$ cat config.mk
export PLATFORM = sky130hd
export DESIGN_NAME = collision_monitor
export DESIGN_NICKNAME = d
export VERILOG_FILES = /design/src/rtl/gpu_collision_pkg.sv /design/src/rtl/enable_popcount.sv /design/src/rtl/collision_monitor.sv
export SDC_FILE = /design/constraint.sdc
export NUM_CORES = 1
export LEC_CHECK = 0
export BUFFER_PORTS_ARGS = -buffer_cell sky130_fd_sc_hd__buf_2
export CORE_MARGIN = 2
export CORE_UTILIZATION = 45
export DETAILED_ROUTE_END_ITERATION = 6
export PLACE_DENSITY = 0.68
export SLEW_MARGIN = 20
export SYNTH_ARGS = -nofsm -noshare
export SYNTH_HDL_FRONTEND = slang
export SYNTH_SLANG_ARGS = --single-unit
$ cat constraint.sdc
create_clock -name clk -period 2.5 [get_ports clk]
set_clock_uncertainty 0.05 [all_clocks]
set_input_delay 0.5 -clock clk [delete_from_list [all_inputs] [get_ports clk]]
set_output_delay 0.5 -clock clk [all_outputs]
set_load 0.02 [all_outputs]
$ cat src/rtl/gpu_collision_pkg.sv
`default_nettype none
// ============================================================================
// Module      : gpu_collision_pkg
// Description : Shared types and helpers for the rasteriser collision
//               monitor: report-register state encoding, width helper for
//               overlap counts and the default collision counter width.
// Revision    : 1.0 - initial release
// ============================================================================
package gpu_collision_pkg;

    // Default width of the per-frame collision pixel counter.
    localparam int c_default_cnt_w = 16;

    // Report register occupancy.
    typedef enum logic [0:0] {
        REP_EMPTY = 1'b0,
        REP_FULL  = 1'b1
    } rep_state_t;

    // Bits needed to hold a count of 0..width simultaneously active components.
    function automatic int max_width(input int width);
        return $clog2(width + 1);
    endfunction

endpackage : gpu_collision_pkg
`default_nettype wire

$ cat src/rtl/enable_popcount.sv
`default_nettype none
// ============================================================================
// Module      : enable_popcount
// Description : Combinational population count of the per-component enable
//               array.
// Ports       : enable [WIDTH-1:0] in  - per-component active flags
//               count             out - number of set flags
// Revision    : 1.0 - initial release
// ============================================================================
module enable_popcount
    import gpu_collision_pkg::*;
#(
    parameter int WIDTH = 2
) (
    input  logic                          enable [WIDTH-1:0],
    output logic [max_width(WIDTH)-1:0]   count
);

    localparam int c_cnt_w = max_width(WIDTH);

    always_comb begin
        count = '0;
        for (int i = 0; i < WIDTH; i++) begin
            count = count + {{(c_cnt_w-1){1'b0}}, enable[i]};
        end
    end

endmodule : enable_popcount
`default_nettype wire

$ cat src/rtl/collision_monitor.sv
`default_nettype none
// ============================================================================
// Module      : collision_monitor
// Description : Per-frame collision statistics collector. A pixel on which
//               two or more components are enabled is a collision; the frame
//               accumulates collision count (saturating), peak overlap and the
//               mask of participating components. At frame end the totals are
//               latched into a one-entry report register read by the host via
//               valid/ready.
// Ports       : clk, reset (async, active-high)
//               enable [WIDTH-1:0] in  - per-component active flags
//               pixel_valid        in  - enable vector meaningful this cycle
//               frame_end          in  - last cycle of the frame
//               report_valid       out - report holds a completed frame
//               report_ready       in  - host accepts report
//               report_pixels      out - collision pixel count (saturating)
//               report_max         out - peak simultaneous enable count
//               report_mask        out - OR of enables over collision pixels
//               report_overflow    out - report_pixels saturated
//               report_lost        out - an earlier report was dropped
// Revision    : 1.0 - initial release
// ============================================================================
module collision_monitor
    import gpu_collision_pkg::*;
#(
    parameter int WIDTH = 2,
    parameter int CNT_W = c_default_cnt_w
) (
    input  logic                          clk,
    input  logic                          reset,
    input  logic                          enable [WIDTH-1:0],
    input  logic                          pixel_valid,
    input  logic                          frame_end,
    output logic                          report_valid,
    input  logic                          report_ready,
    output logic [CNT_W-1:0]              report_pixels,
    output logic [max_width(WIDTH)-1:0]   report_max,
    output logic [WIDTH-1:0]              report_mask,
    output logic                          report_overflow,
    output logic                          report_lost
);

    localparam int                 c_max_w = max_width(WIDTH);
    localparam logic [c_max_w-1:0] c_two   = c_max_w'(2);

    // ------------------------------------------------------------------
    // Stage 1: popcount and registered copy of the pixel
    // ------------------------------------------------------------------
    logic [c_max_w-1:0] w_pop;
    logic [WIDTH-1:0]   w_en_packed;

    enable_popcount #(
        .WIDTH (WIDTH)
    ) u_popcount (
        .enable (enable),
        .count  (w_pop)
    );

    always_comb begin
        w_en_packed = '0;
        for (int i = 0; i < WIDTH; i++) begin
            w_en_packed[i] = enable[i];
        end
    end

    logic [c_max_w-1:0] r_s1_pop;
    logic [WIDTH-1:0]   r_s1_en;
    logic               r_s1_valid;
    logic               r_s1_end;

    always_ff @(posedge clk or posedge reset) begin
        if (reset) begin
            r_s1_pop   <= '0;
            r_s1_en    <= '0;
            r_s1_valid <= 1'b0;
            r_s1_end   <= 1'b0;
        end else begin
            // Invalid pixels carry a zero count so they never raise the peak.
            r_s1_pop   <= pixel_valid ? w_pop : '0;
            r_s1_en    <= w_en_packed;
            r_s1_valid <= pixel_valid;
            r_s1_end   <= frame_end;
        end
    end

    // ------------------------------------------------------------------
    // Stage 2: frame accumulator
    // ------------------------------------------------------------------
    logic [CNT_W-1:0]   r_acc_pixels;
    logic               r_acc_ovf;
    logic [WIDTH-1:0]   r_acc_mask;
    logic [c_max_w-1:0] r_acc_max;

    logic               w_coll;
    logic               w_sat;
    logic [CNT_W-1:0]   w_snap_pixels;
    logic               w_snap_ovf;
    logic [WIDTH-1:0]   w_snap_mask;
    logic [c_max_w-1:0] w_snap_max;

    // The snapshot already includes the pixel currently in stage 1, so a
    // pixel arriving together with frame_end is counted in the ending frame.
    always_comb begin
        w_coll        = r_s1_valid && (r_s1_pop >= c_two);
        w_sat         = (r_acc_pixels == {CNT_W{1'b1}});
        w_snap_pixels = (w_coll && !w_sat) ? r_acc_pixels + CNT_W'(1) : r_acc_pixels;
        w_snap_ovf    = r_acc_ovf | (w_coll & w_sat);
        w_snap_mask   = w_coll ? (r_acc_mask | r_s1_en) : r_acc_mask;
        w_snap_max    = (r_s1_valid && (r_s1_pop > r_acc_max)) ? r_s1_pop : r_acc_max;
    end

    always_ff @(posedge clk or posedge reset) begin
        if (reset) begin
            r_acc_pixels <= '0;
            r_acc_ovf    <= 1'b0;
            r_acc_mask   <= '0;
            r_acc_max    <= '0;
        end else if (r_s1_end) begin
            r_acc_pixels <= '0;
            r_acc_ovf    <= 1'b0;
            r_acc_mask   <= '0;
            r_acc_max    <= '0;
        end else begin
            r_acc_pixels <= w_snap_pixels;
            r_acc_ovf    <= w_snap_ovf;
            r_acc_mask   <= w_snap_mask;
            r_acc_max    <= w_snap_max;
        end
    end

    // ------------------------------------------------------------------
    // Report register FSM
    // ------------------------------------------------------------------
    rep_state_t r_state;
    rep_state_t w_state_next;
    logic       w_load;
    logic       r_lost_pending;
    logic       w_lost_pending_next;

    always_ff @(posedge clk or posedge reset) begin
        if (reset) begin
            r_state        <= REP_EMPTY;
            r_lost_pending <= 1'b0;
        end else begin
            r_state        <= w_state_next;
            r_lost_pending <= w_lost_pending_next;
        end
    end

    always_comb begin
        w_state_next        = r_state;
        w_load              = 1'b0;
        w_lost_pending_next = r_lost_pending;
        case (r_state)
            REP_EMPTY: begin
                if (r_s1_end) begin
                    w_load              = 1'b1;
                    w_lost_pending_next = 1'b0;
                    w_state_next        = REP_FULL;
                end
            end
            REP_FULL: begin
                if (r_s1_end) begin
                    if (report_ready) begin
                        // Host takes the old report on the same edge the new
                        // one lands: refill without a bubble.
                        w_load              = 1'b1;
                        w_lost_pending_next = 1'b0;
                    end else begin
                        // Unread report is kept; the new frame is dropped.
                        w_lost_pending_next = 1'b1;
                    end
                end else if (report_ready) begin
                    w_state_next = REP_EMPTY;
                end
            end
            default: begin
                w_state_next = REP_EMPTY;
            end
        endcase
    end

    always_ff @(posedge clk or posedge reset) begin
        if (reset) begin
            report_pixels   <= '0;
            report_max      <= '0;
            report_mask     <= '0;
            report_overflow <= 1'b0;
            report_lost     <= 1'b0;
        end else if (w_load) begin
            report_pixels   <= w_snap_pixels;
            report_max      <= w_snap_max;
            report_mask     <= w_snap_mask;
            report_overflow <= w_snap_ovf;
            report_lost     <= r_lost_pending;
        end
    end

    assign report_valid = (r_state == REP_FULL);

endmodule : collision_monitor
`default_nettype wire
# Word-level counts from Yosys, hierarchy flattened

Index checks and enable logic that the tools add are counted.

Shifts and indexed selects: 0
Divide/modulo/power cells: 0
Bitwise gates (word level): 4
Equal/unequal tests: 3
Multiply operators: 0
Order comparisons: 2
Mux-type cells: 18
Reduce and logical (&&, ||, !) cells: 5
Add/subtract/negate cells: 2

Operators by type and width:

| cell                  | count |
|---|---|
| $mux 16               | 2 |
| $add 16x1->16 const B | 1 |
| $eq 16x16->1 const B  | 1 |
| $mux 2                | 5 |
| $mux 1                | 8 |
| $pmux 1 s2            | 3 |
| $ne 2x2->1 const B    | 2 |
| $logic_and 1x1->1     | 3 |
| $add 1x1->2           | 1 |
| $ge 2x2->1 const B    | 1 |
| $gt 2x2->1            | 1 |
| $or 2x2->2            | 1 |
| $reduce_and 2->1      | 1 |
| $and 1x1->1           | 1 |
| $logic_not 1->1       | 1 |
| $not 1->1             | 1 |
| $or 1x1->1            | 1 |

Memory bits (writable): 0
Latch bits: 0
Bits in registers: 51
Memories: 0
Output and inout bits: 23
ROM bits: 0

# Longest topological paths before layout

Depth after elaboration: 5
Gate-level depth with buffers: 6
Gate-level depth less buffers: 6

# Hierarchy

From an unflattened synthesis, not the netlist that was laid out.

Cell total of the unflattened synthesis: 218
Area total of the unflattened synthesis: 2239.6 µm²

By module, submodules not included:

| module            | seq. area each (µm²) | area an instance (µm²) | instances | cells each |
|---|---|---|---|---|
| collision_monitor | 1276.2               | 2227.1                 | 1         | 217 |
| enable_popcount   | 0.0                  | 12.5                   | 1         | 1 |

# Least setup slack after synthesis

OpenSTA, ideal clock, no wires.

Path kind: register -> register
From: reg r_acc_pixels[0]
To: reg report_pixels[14]
Stages on the path, launching flop included: 6
Data arrival time: 1822 ps
Setup time: 82 ps
Path buffers: 0
Slack: 546 ps
Cells stage by stage: dfrtp_1 -> ha_1 -> nand3_1 -> or4_4 -> or4_4 -> a31oi_1

Word-level cells in the longest chain between the ends: 4
Elaborated cells on any way between the ends: 5

Ends and longest elaborated chain:

| element                                                               | line                     | RTL |
|---|---|---|
| start, declared                                                       | collision_monitor.sv:89  | `logic [CNT_W-1:0] r_acc_pixels;` |
| start signal, assigned                                                | collision_monitor.sv:124 | `r_acc_pixels <= w_snap_pixels;` |
| parallel branches: the longest is 3 deep, another holds $add 16x1->16 | -                        |  |
| $mux 16 *                                                             | collision_monitor.sv:106 | `w_snap_pixels = (w_coll && !w_sat) ? r_acc_pixels + CNT_W'(1) : r_acc_pixels;` |
| end signal, assigned                                                  | collision_monitor.sv:191 | `report_pixels <= w_snap_pixels;` |
| end, declared                                                         | collision_monitor.sv:36  | `output logic [CNT_W-1:0] report_pixels,` |

Mark *: on every way between the ends.
A chain may end at the register's enable or synchronous reset.

# Final worst setup path

Same ends and word-level chain as after synthesis.

==> flow_summary.toml <==
[drt]
vias_per_cell = 5.48
wl_met2_um = 1950
dr_vias = 1733
ant_nets = 0
initialDrtViolationCount = 115
met3_length_um = 210
drc = 0
top_layer_used = "met4"
detail_route.wirelength_um = 4310
dr.pass1.iters = 4
routed_wire_length_per_instance_um = 13.6
routedLengthMet1_um = 2080

[floorplanning]
design.die.area_um2 = 5500
die_w_um = 74.2
placementRows = 25
die_height_um = 74.2
fp.coreArea_um2 = 4720
floorplan.initialDensity_pct = 46.9
io-pin-count = 30

[clock_tree]
worst_setup_hold_path_clk_slew_ns = 0.09
cts_hold_buffers = 0
clock_latency_ns = 0.30
cts_root_buffer = "clkbuf_8"
cts_max_level = 2
numClockSinks = 51
post-cts-setup-buffer-count = 0
clk_path_buf_depth = 2
tritoncts = "done"
post_cts_resized = 0
numCtsBuffers = 5

[synthesis]
synth_top_flop_cell = "dfrtp_1"
synth_async_sr_flop_share_pct = 100
synthCells = 216
synthTopCellsByArea = "dfrtp_1, o21ai_0, nand2_1, nor2_1, a21oi_1"
avgSynthCellArea_um2 = 10.3
sequential_element_share_of_the_synthesized_area_pct = 57.6
postSynthRegisterBits = 51
post-synth-top-area-cell = "dfrtp_1"
netlist-cell-type-count = 32
fraction_of_synthesized_cell_area_taken_by_the_top_area_cell_type_pct = 57.6
post_synth_edffs = 0
synth.cell_area_um2 = 2210
synth.yosys.warnings = 0
synthesized_net_count = 227

[timing]
timing.slew.headroom_pct = 51.1
post_route_setup_slack_ns = 0.384
setup_tns_ns = 0
worst-slew-pin-transition_ns = 0.731
max_freq_mhz = 473
setup_violations = 0
drv_slew = 0
final_cycle_utilization_of_the_critical_path_pct = 84.6
hold_viol = 0
finalWorstPathRequiredPeriod_ns = 2.12
setup_repair_after_global_routing_missed_its_margin = "no"

[placed_design]
hpwl_um = 3200
setup_slack_after_placement_ns = 0.415
dpl-instance-area_um2 = 2440
place.port_buffers = 29
gp_congestion = 0.818

[worst_setup_path]
critPathKind = "reg2reg"
critPathLaunchType = "register"
critPathArrivalTime_ns = 2.30
timing.critical_path.required_ns = 2.68
cp_cell_sequence = "ha_1, nand3_1, or4_4, or4_4, a31oi_1"
setup.worst_path.end_class = "register"
timing.critical_path.mode_cell = "or4_4"
critical_path.max_stage_delay_ns = 0.49
crit_fanout = 6
worst_path_max_delay_cell = "or4_4"

[pwr]
p_int_mw = 1.23
gate_power_share_pct = 8.9
vdd_ir_drop_max_mv = 0.401
pwr_density_cell_nw_per_um2 = 631
power.static_leakage_nw = 1.16
power.net_switching_uw = 383
clock_power_share_pct = 36.7
power.switching_fraction_pct = 23.8
share_seq_of_total_power_pct = 54.5

[cells_and_area]
design.final.nets = 259
areaGrowthSynthToFinish_pct = 15.3
layout.cell_area.non_filler_um2 = 2550
antenna_cells = 0
drive_gt1_share_pct = 20.1
fillers = 449

[job]
drv_cap = 0

[global_route]
antenna_violations_before_repair = 0
grt_first_pass_wirelength_um = 7890
grt_overflow = 0
grt_pass1_vias = 1732
grt_start_max_net_pins = 26
grt_util_all_layers_pct = 18.7

[status]
run_status = "finished, final reports clean"

[hold_path]
hp-class = "in2async"
## stage by stage
step	util, %	total power, mW	hold WS (ns)	instances
after floorplan	-	0.992	0.390	216
final	54.1	1.61	0.157	316
after CTS	54.1	1.64	0.174	316
after global routing	54.1	1.69	0.204	316
after global placement	51.6	1.04	0.399	308
after detailed placement	51.6	1.04	0.412	308
## cells in the final DEF, fill, tap and decap left out, drive strengths merged
cell and count:
buf 33, nor2 21, mux2i 3, nand2b 2
o21ai 16, and2 4, nor2b 1, inv 4
or4 3, clkinv 1, nand2 21, bufinv 1
o211ai 2, o22ai 1, dfrtp 51, a41oi 1
nand4 7, and3b 1, and4 5, o31ai 6
nor3 10, nand3 7, or2 2, a31oi 9
ha 4, and3 2, or3 7, clkbuf 6
nor4 3, a21oi 15
## cells in the mapped netlist (all sizes together), types with 4 or more instances
master  instances
and2            4
or3             7
dfrtp          51
nand4           7
and4            5
inv             4
nor2           21
clkbuf          7
o21ai          16
nand2          21
nand3           7
ha              4
nor3           10
o31ai           6
a21oi          15
a31oi           9
## worst paths after layout
| kind | slack [ns] | end | depth (start not counted) | start |
|---|---|---|---|---|
| max | 0.38 | report_pixels[14]$_DFFE_PP0P_ | 5 | r_acc_pixels[0]$_DFF_PP0_ |
| min | 0.16 | report_lost$_DFFE_PP0P_ | 2 | reset |
| max reg2reg | 0.38 | report_pixels[14]$_DFFE_PP0P_ | 5 | r_acc_pixels[0]$_DFF_PP0_ |
| min reg2reg | 0.43 | report_lost$_DFFE_PP0P_ | 2 | report_lost$_DFFE_PP0P_ |
| max in group asynchronous | 1.66 | r_acc_pixels[4]$_DFF_PP0_ | 3 | reset |
| min in group clk | 0.25 | r_s1_end$_DFF_PP0_ | 1 | frame_end |
## logic make-up after synthesis
family	share of synthesized area [%]
DFF	57.6
adders and majority gates	2.26
buffers and inverters	2.37
AOI/OAI and AO/OA	12.9
and+or+nand+nor	23.4
muxes	1.36
## flip-flops by register name, indices dropped and copies added, names as in the netlist
register	flops
r_acc_max	2
report_max	2
r_acc_mask	2
r_acc_pixels	16
r_s1_end	1
r_lost_pending	1
r_s1_pop	2
report_mask	2
r_s1_en	2
r_acc_ovf	1
report_valid	1
report_pixels	16
r_s1_valid	1
report_overflow	1
report_lost	1
## layer usage
| metal | global-route usage [%] | vias to the layer above |
|---|---|---|
| li1 | - | 855 |
| met1 | 26.1 | 826 |
| met2 | 29.4 | 45 |
| met3 | 3.93 | 7 |
| met4 | 6.06 | 0 |
| met5 | 0 | - |
## worst max-delay path: cells and delay by family, from the launching register on
kind / cells / cell delay (ns)
fa+ha+maj: 1 / 0.27
compound gates: 1 / 0.17
simple gates: 3 / 1.15
flops: 1 / 0.40
## area by class of cell
cell class,instances,area (um^2),share of cell area [%]
clock inverters,2,35.0,1.37
multi-input cells,153,886,34.7
inverters,4,15.0,0.588
flip-flops and latches,51,1280,50.0
clock buffers,6,82.6,3.23
repair buffers,33,175,6.86
well taps,67,83.8,3.28
## power groups by stage
stage	Sequential [mW]	Clock [mW]	Combinational, mW
6_report	0.877	0.591	0.143
3_5_place_dp	0.895	0	0.147
2_1_floorplan	0.923	0	0.0685
4_1_cts	0.878	0.610	0.147
5_1_grt	0.883	0.640	0.165
3_3_place_gp	0.893	0	0.146
Note: power is estimated with default switching activity, not from simulation.
